$ cat config.mk
export PLATFORM = sky130hd
export DESIGN_NAME = reg_lock_tracker
export DESIGN_NICKNAME = d
export VERILOG_FILES = /design/src/rtl/reg_lock_tracker.sv
export SDC_FILE = /design/constraint.sdc
export NUM_CORES = 1
export LEC_CHECK = 0
export CAP_MARGIN = 20
export CORE_AREA = 2 2 158 160
export DETAILED_ROUTE_END_ITERATION = 10
export DIE_AREA = 0 0 160 162
export GPL_TIMING_DRIVEN = 0
export PLACE_DENSITY = 0.65
export SETUP_SLACK_MARGIN = 0.5
export SLEW_MARGIN = 20
export SYNTH_ARGS = -nofsm -noshare
export SYNTH_HDL_FRONTEND = slang
export SYNTH_SLANG_ARGS = --single-unit
$ cat constraint.sdc
create_clock -name clk_i -period 5.3 [get_ports clk_i]
set_input_delay 1.06 -clock clk_i [delete_from_list [all_inputs] [get_ports clk_i]]
set_output_delay 1.06 -clock clk_i [all_outputs]
set_load 0.01 [all_outputs]
$ cat src/rtl/reg_lock_tracker.sv
// Scoreboard of pending register writes: one saturating counter per architectural
// register, raised by the launcher and lowered by any number of writeback ports.
package maverickOne_pkg;
  localparam int NUM_REGS        = 32;
  localparam int NUM_OUTSTANDING = 4;
endpackage

module reg_lock_tracker #(
  parameter int NUM_REGS        = maverickOne_pkg::NUM_REGS,
  parameter int NUM_OUTSTANDING = maverickOne_pkg::NUM_OUTSTANDING,
  parameter int NUM_WB          = 2,
  localparam int RW             = $clog2(NUM_REGS),
  localparam int CW             = $clog2(NUM_OUTSTANDING + 1)
) (
  input  logic                         clk_i,
  input  logic                         srst_i,
  input  logic                         clear_i,
  input  logic                         lock_valid_i,
  input  logic [RW-1:0]                lock_rd_i,
  output logic                         lock_ready_o,
  input  logic [NUM_WB-1:0]            unlock_valid_i,
  input  logic [NUM_WB-1:0][RW-1:0]    unlock_rd_i,
  output logic [NUM_REGS-1:0]          locks_o,
  output logic                         busy_o,
  output logic                         underflow_o
);

  // Lock handshake: a lock is taken on a rising edge where lock_valid_i and
  // lock_ready_o are both high; ready never depends on valid. Unlocks have no
  // handshake and are always consumed on the edge where their strobe is high.

  localparam int DW = $clog2(NUM_WB + 1);
  localparam int SW = ((CW > DW) ? CW : DW) + 1;

  logic [CW-1:0]       count_q [NUM_REGS];
  logic [CW-1:0]       count_d [NUM_REGS];
  logic [SW-1:0]       up_w    [NUM_REGS];
  logic [SW-1:0]       dn_w    [NUM_REGS];
  logic [NUM_REGS-1:0] locks_q, locks_d;
  logic                busy_q;
  logic                underflow_q, underflow_d;
  logic                lock_fire;
  logic                uf_any;

  assign lock_ready_o = !srst_i && !clear_i &&
                        (count_q[lock_rd_i] < CW'(NUM_OUTSTANDING));
  assign lock_fire    = lock_valid_i && lock_ready_o;

  // Per-register increment (0/1) and decrement (number of matching ports).
  always_comb begin
    for (int r = 0; r < NUM_REGS; r++) begin
      up_w[r] = {{(SW-CW){1'b0}}, count_q[r]};
      if (lock_fire && (lock_rd_i == RW'(r))) begin
        up_w[r] = up_w[r] + SW'(1);
      end
      dn_w[r] = '0;
      for (int p = 0; p < NUM_WB; p++) begin
        if (unlock_valid_i[p] && (unlock_rd_i[p] == RW'(r))) begin
          dn_w[r] = dn_w[r] + SW'(1);
        end
      end
    end
  end

  always_comb begin
    uf_any  = 1'b0;
    locks_d = '0;
    for (int r = 0; r < NUM_REGS; r++) begin
      count_d[r] = '0;
      if (clear_i || (r == 0)) begin
        count_d[r] = '0;
      end else if (dn_w[r] > up_w[r]) begin
        count_d[r] = '0;
        uf_any     = 1'b1;
      end else begin
        count_d[r] = CW'(up_w[r] - dn_w[r]);
      end
      locks_d[r] = (count_d[r] != '0);
    end
    underflow_d = underflow_q || uf_any;
  end

  always_ff @(posedge clk_i) begin
    if (srst_i) begin
      for (int r = 0; r < NUM_REGS; r++) begin
        count_q[r] <= '0;
      end
      locks_q     <= '0;
      busy_q      <= 1'b0;
      underflow_q <= 1'b0;
    end else begin
      for (int r = 0; r < NUM_REGS; r++) begin
        count_q[r] <= count_d[r];
      end
      locks_q     <= locks_d;
      busy_q      <= |locks_d;
      underflow_q <= underflow_d;
    end
  end

  assign locks_o     = locks_q;
  assign busy_o      = busy_q;
  assign underflow_o = underflow_q;

endmodule
==> impl_metrics.ini, run 1 <==
[logic_synthesis]
synthArstFlopShare_pct = 0
synth_fp_nets = 1497
synth_cells = 1259
synth_top_family_by_area = adder cells
synth_top_area_share_pct = 23.4
yosys_most_used_dff = dfxtp_1
synthesis.area_mm2 = 0.0108
synth_warnings = 0
synthXorXnorAreaFrac_pct = 4.87
yosys.area_share.simple_pct = 20.4
seq_area_frac_synth_pct = 23.4
synth_area_leaders = dfxtp_1, ha_1, nor2_1, fa_1, inv_1
synthDistinctLibCells = 79
yosys.area.top_type = dfxtp_1
synth.avg_cell_area_um2 = 8.57
ys_ff_latch = 126
synth-compound-area-share_pct = 10.9
synth_edf_count = 0
synth-adder-area-share_pct = 27.3
muxShareOfSynthArea_pct = 6.26

[critical_path]
slowest_stage = fa_1
crit_top_cell = buf_12
end_kind = flip-flop
cp.required_ns = 5.57
startpoint_type = input port
path_cells = buf_6 > buf_12 > buf_4 > mux2i_4 > o22ai_4 > nor3_4 > and2_4 > buf_8 > buf_12 > nand2_2 > xnor2_2 > inv_1 > ha_1 > fa_1 > nand2_1 > o21ai_0 > nor2_1 > mux2i_1 > nand4_1 > nor4_4 > a41oi_2
crit_arrival_ns = 4.98
max_stage_delay_ns = 0.53
path_class = in -> reg
critPathTopFamily = simple AND/OR/NAND/NOR gates
critPathBufInv = 6
crit_fanout = 7

[cts]
cts-root-buf = clkbuf_16
clock_latency_ns = 0.45
htreeDepth = 4
cts_hold_buf = 0
cts_buffers = 17
clkTransAtPathRegs_ns = 0.06
clk_path_buf_depth = 2
numClockSinks = 126
cts_tree = built

[grt]
grt_pass1_wl_um = 50100
antenna_found_initial = 2
track_usage_pct = 25.5
grt_max_degree = 17
grt_remaining_overflow = 0
grt_pass1_vias = 9078

[power_and_ir_drop]
clkPwrFrac_pct = 48.8
intPower_mw = 1.96
swShare_pct = 27.5
powerDensity_mw_per_mm2 = 205
pwr-share-comb_pct = 15.3
power.share.sequential_pct = 35.9
p_sw_uw = 746
p_total_mw = 2.71
power_leakage_nw = 5.60
ir_drop_mv = 0.174

[drt]
antenna_left = 0
drc = 0
first_pass_iters = 5
drt_iter0_drc = 888
wire_per_inst_um = 19.4
wl_um = 33200
viasPerCell = 5.55
vias = 9491

[timing]
max_freq_mhz = 212
tightest_slew_ns = 1.03
final_hold_viol_count = 0
setup_viol = 0
slew_headroom_pct = 31.4
skew_ns = 0.00835
min_period_ns = 4.71
maxSlewViolCount = 0
fin_crit_sh_pct = 88.9
rsz0062_at_grt = false

[cells_and_area]
num-fill-cells = 2238
nets = 1610
area_growth_pct = 22.6
drive_gt1_share_pct = 17.4
mostFrequentLayoutCell = ha_1
mostFrequentLayoutCells = ha_1, nor2_1, inv_1, dfxtp_1, nand2_1
num_antenna_cells = 0
fin_util_pct = 54.9

[floorplan]
std_cell_rows = 57
start_util_pct = 44.8
core_area_mm2 = 0.0241
die_h_um = 162
io_pins = 56
die_w_um = 160
dieArea_mm2 = 0.0259

[place]
place_hpwl_um = 24800
io_buffer_count = 50
gp_congestion = 0.941

[run]
drv_cap = 0

[status]
outcome = finished, final reports clean

[hold_path]
min_path_type = reg -> reg
==> metal layers <==
layer	GRT usage (%)	vias to the layer above	part of all wire (%)
li1	-	4445	-
met1	30.9	4544	40
met2	42.4	389	46
met3	6.13	111	7.9
met4	13.0	2	5.4
met5	0	-	0.051
==> tightest hold or removal path, delay by kind of cell, from the launching register on <==
kind	cells	cell delay [ns]
AO/OA/AOI/OAI	2	0.19
flip-flops	1	0.35
==> worst paths after layout <==
kind,start,endpoint,slack (ns),cells past startpoint
worst max-delay path,lock_rd_i[1],busy_o$_SDFF_PP0_,0.59,21
worst min-delay path,underflow_o$_SDFF_PP0_,underflow_o$_SDFF_PP0_,0.57,2
worst max register to register,count_q[14][2]$_SDFF_PP0_,busy_o$_SDFF_PP0_,1.12,18
worst min register to register,underflow_o$_SDFF_PP0_,underflow_o$_SDFF_PP0_,0.57,2
==> sequential cells by signal (all words and copies together) (netlist names) <==
register     count
busy_o           1
count_q         93
underflow_o      1
locks_o         31
==> cell type report <==
class | count | area, µm² | area share (%)
tap | 324 | 405 | 3.06
timing repair buffer | 94 | 848 | 6.41
multi-input combinational | 952 | 8000 | 60.5
clock buffer | 18 | 429 | 3.24
clock inverter | 14 | 218 | 1.65
sequential | 126 | 2520 | 19.1
buffer | 34 | 255 | 1.93
inverter | 147 | 552 | 4.17
==> kinds of logic (layout without fill, tap and decap cells) <==
| family | after synthesis | count (layout) |
|---|---|---|
| muxes | 63 | 63 |
| AOI/OAI and AO/OA | 164 | 164 |
| other | 1 | 1 |
| and+or+nand+nor | 447 | 447 |
| xor gates and xnor gates | 60 | 60 |
| adders and majority gates | 217 | 217 |
| DFF | 126 | 126 |
| buffers and inverters | 181 | 307 |
==> power groups by stage <==
stage / clock (mW) / combinational (mW) / sequential [mW]
floorplan: 0 / 0.207 / 0.995
global placement: 0 / 0.341 / 0.992
detailed placement: 0 / 0.344 / 0.992
CTS: 1.32 / 0.373 / 0.971
global route: 1.36 / 0.441 / 0.973
finish: 1.32 / 0.414 / 0.972
==> through the flow <==
| step | setup WS, ns | TNS (ns) | instance area (µm²) | cells | hold slack (ns) |
|---|---|---|---|---|---|
| 3_5_place_dp | -2.02 | -42.21 | 11700 | 1633 | 0.538 |
| 2_1_floorplan | 0.700 | 0 | 10800 | 1259 | 0.528 |
| 5_1_grt | 0.458 | 0 | 13200 | 1709 | 0.603 |
| 3_3_place_gp | -2.06 | -44.64 | 11700 | 1633 | 0.533 |
| 4_1_cts | 0.443 | 0 | 12700 | 1680 | 0.545 |
| 6_report | 0.590 | 0 | 13200 | 1709 | 0.574 |
==> synthesized netlist by cell type (6+ instances only) <==
library cell	count
clkbuf_1	20
nor4_1	6
nor2_1	185
and2_1	14
nor3_1	27
xor2_1	22
ha_1	186
mux2i_1	27
a31oi_1	28
fa_1	31
a311oi_1	10
a31o_2	6
o21ai_0	32
xnor2_1	38
nand2b_1	22
nor2b_1	26
dfxtp_1	126
mux2_2	35
nand3_1	14
nor3b_1	6
inv_1	147
a21oi_1	35
nand4_1	7
a41oi_1	7
or2_2	7
nand2_1	92
==> timing repair <==
| action | 4_1_cts | 5_1_grt |
|---|---|---|
| resized for setup | 58 | 81 |
| setup buffers | 14 | 28 |
| setup endpoints to repair | 97 | 2 |
| pin swaps | 14 | 27 |
| gates cloned | 1 | 1 |
(Power assumes the default switching activity.)
==> inputs of run 2 (changes only) <==
--- a/config.mk
+++ b/config.mk
@@ -6,9 +6,9 @@
 export NUM_CORES = 1
 export LEC_CHECK = 0
 export CAP_MARGIN = 20
-export CORE_AREA = 2 2 158 160
+export CORE_AREA = 4 4 160 162
 export DETAILED_ROUTE_END_ITERATION = 10
-export DIE_AREA = 0 0 160 162
+export DIE_AREA = 0 0 164 166
 export GPL_TIMING_DRIVEN = 0
 export PLACE_DENSITY = 0.65
 export SETUP_SLACK_MARGIN = 0.5
==> run 2 against run 1 <==
- clock skew increased by 0.0011 ns
- worst setup slack worse by 0.0088 ns
- final cell count rose by 0.23%
- count of clock-buffer cells in the layout decreased by 1
- core utilization rose by 0.15 points
- critical path type unchanged
==> impl_metrics.ini, run 2 (same netlist as run 1, synthesis figures left out) <==
[cts]
cts-root-buf = clkbuf_16
clk_path_buf_depth = 2
cts_tree = built
clkTransAtPathRegs_ns = 0.07
cts_buffers = 17
clock_latency_ns = 0.44
htreeDepth = 4
numClockSinks = 126

[drt]
drc = 0
first_pass_iters = 5
drt_iter0_drc = 609
wl_um = 32900
viasPerCell = 5.47
antenna_left = 0
wire_per_inst_um = 19.2
vias = 9365

[critical_path]
r2r-end = busy_o$_SDFF_PP0_
crit_path_end = busy_o$_SDFF_PP0_
critPathTopFamily = compound AO/OA/AOI/OAI gates
end_kind = flip-flop
cp-startpoint = lock_rd_i[1]
startpoint_type = input port
crit_fanout = 8
path_class = in -> reg
path_depth = 21
path_cells = buf_4 > buf_12 > buf_12 > mux2i_4 > a22oi_2 > a21oi_4 > mux2_4 > clkbuf_16 > nand2_2 > xnor2_2 > inv_1 > ha_1 > fa_2 > nand2_2 > nor3_4 > o2bb2ai_2 > a211oi_2 > o21ai_2 > a21oi_2 > nor4_4 > a41oi_2
r2r_slack_ns = 1.18
critPathBufInv = 5
cp.required_ns = 5.57
crit_arrival_ns = 4.99
slowest_stage = fa_2
r2r_start = count_q[12][2]$_SDFF_PP0_
r2r_cells = 18
max_stage_delay_ns = 0.58

[floorplan]
std_cell_rows = 57
die_h_um = 166
io_pins = 56
start_util_pct = 44.8
dieArea_mm2 = 0.0272
core_area_mm2 = 0.0241
die_w_um = 164

[cells_and_area]
drive_gt1_share_pct = 18.2
final_area_mm2 = 0.0133
nets = 1613
fin_util_pct = 55.0
num-fill-cells = 2206
largest_reg_flops = 93
mostFrequentLayoutCells = nor2_1, ha_1, inv_1, dfxtp_1, nand2_1
area_growth_pct = 22.9
regMostFlops = count_q

[timing]
fin_crit_sh_pct = 89.0
final_hold_viol_count = 0
maxSlewViolCount = 0
skew_ns = 0.00948
slew_headroom_pct = 26.5
tightest_slew_ns = 1.10
rsz0062_at_grt = false
max_freq_mhz = 212
setup_viol = 0
min_period_ns = 4.72

[hold_path]
min_path_type = reg -> reg

[power_and_ir_drop]
powerDensity_mw_per_mm2 = 195
power_leakage_nw = 5.62
ir_drop_mv = 0.177

[place]
io_buffer_count = 50
place_area_mm2 = 0.0117
gp_congestion = 0.934
place_hpwl_um = 24800

[status]
outcome = finished, final reports clean

[grt]
grt_pass1_vias = 9146
track_usage_pct = 23.9
grt_max_degree = 17
grt_pass1_wl_um = 49900
antenna_found_initial = 1
grt_remaining_overflow = 0

[run]
drv_cap = 0
run 2: cell count changes in the layout (fill, tap and decap cells not counted), sizes merged:
cell / delta
inv: +12
clkinv: -3
bufinv: -5
diode: +1
buf: +2
clkinvlp: -3
run 2: final cells by class:
type | count | area (µm²) | area share (%)
antenna | 1 | 2.50 | 0.0189
buffer | 34 | 258 | 1.94
clock buffer | 17 | 425 | 3.21
clock inverter | 15 | 159 | 1.20
inverter | 147 | 552 | 4.16
multi-input combinational | 952 | 8050 | 60.7
sequential | 126 | 2520 | 19.0
tap | 324 | 405 | 3.06
timing repair buffer | 97 | 897 | 6.76
run 2: per-layer routing:
metal,GRT usage (%),share of wire [%],up-vias,routed length (µm)
met5,0,0,-,0
met4,12.0,5.0,0,1650
met3,5.63,9.0,101,2950
met2,38.0,46,359,15000
met1,30.1,40,4432,13300
li1,-,-,4473,-
run 2: per-stage QoR:
stage	cells	setup TNS, ns	total power, mW	setup slack (ns)	hold WS [ns]
6_report	1713	0	2.59	0.581	0.566
5_1_grt	1712	0	2.66	0.439	0.580
4_1_cts	1680	0	2.54	0.436	0.563
3_5_place_dp	1633	-41.48	1.34	-1.96	0.554
3_3_place_gp	1633	-43.83	1.33	-2.03	0.545
2_1_floorplan	1259	0	1.20	0.700	0.528
run 2: how the worst min path moves through the flow:
stage | from | endpoint | slack (ns) | cells past startpoint
after floorplan | underflow_o$_SDFF_PP0_ | underflow_o$_SDFF_PP0_ | 0.53 | 2
after global placement | underflow_o$_SDFF_PP0_ | underflow_o$_SDFF_PP0_ | 0.55 | 2
after detailed placement | underflow_o$_SDFF_PP0_ | underflow_o$_SDFF_PP0_ | 0.55 | 2
after CTS | underflow_o$_SDFF_PP0_ | underflow_o$_SDFF_PP0_ | 0.56 | 2
after global routing | underflow_o$_SDFF_PP0_ | underflow_o$_SDFF_PP0_ | 0.58 | 2
final | underflow_o$_SDFF_PP0_ | underflow_o$_SDFF_PP0_ | 0.57 | 2
run 2: worst register-to-register path, stage by stage (launching register included):
cell     delay [ns]
dfxtp_1        0.32
mux2_2         0.28
a32o_2         0.34
nor3_4         0.19
and2_4         0.17
buf_8          0.13
buf_12         0.14
nand2_2        0.08
xnor2_2        0.20
inv_1          0.07
ha_2           0.19
fa_1           0.53
nand2_1        0.06
o21ai_1        0.13
nor2_1         0.06
mux2i_2        0.28
nand4_1        0.24
nor4_4         0.35
a41oi_2        0.20
run 2: repair_timing:
action                                  4_1_cts  5_1_grt
hold buffers                                  0        0
setup buffers                                15       30
pin swaps                                    13       35
endpoints found under the setup margin       95        2
resized for setup                            57       96
cloned                                        0        2
run 2: report_power, final:
group	leakage [nW]	total, mW	internal, mW	switching [mW]
Sequential	1.02	0.971	0.962	0.00902
Combinational	4.31	0.419	0.170	0.249
Clock	0.291	1.20	0.634	0.562
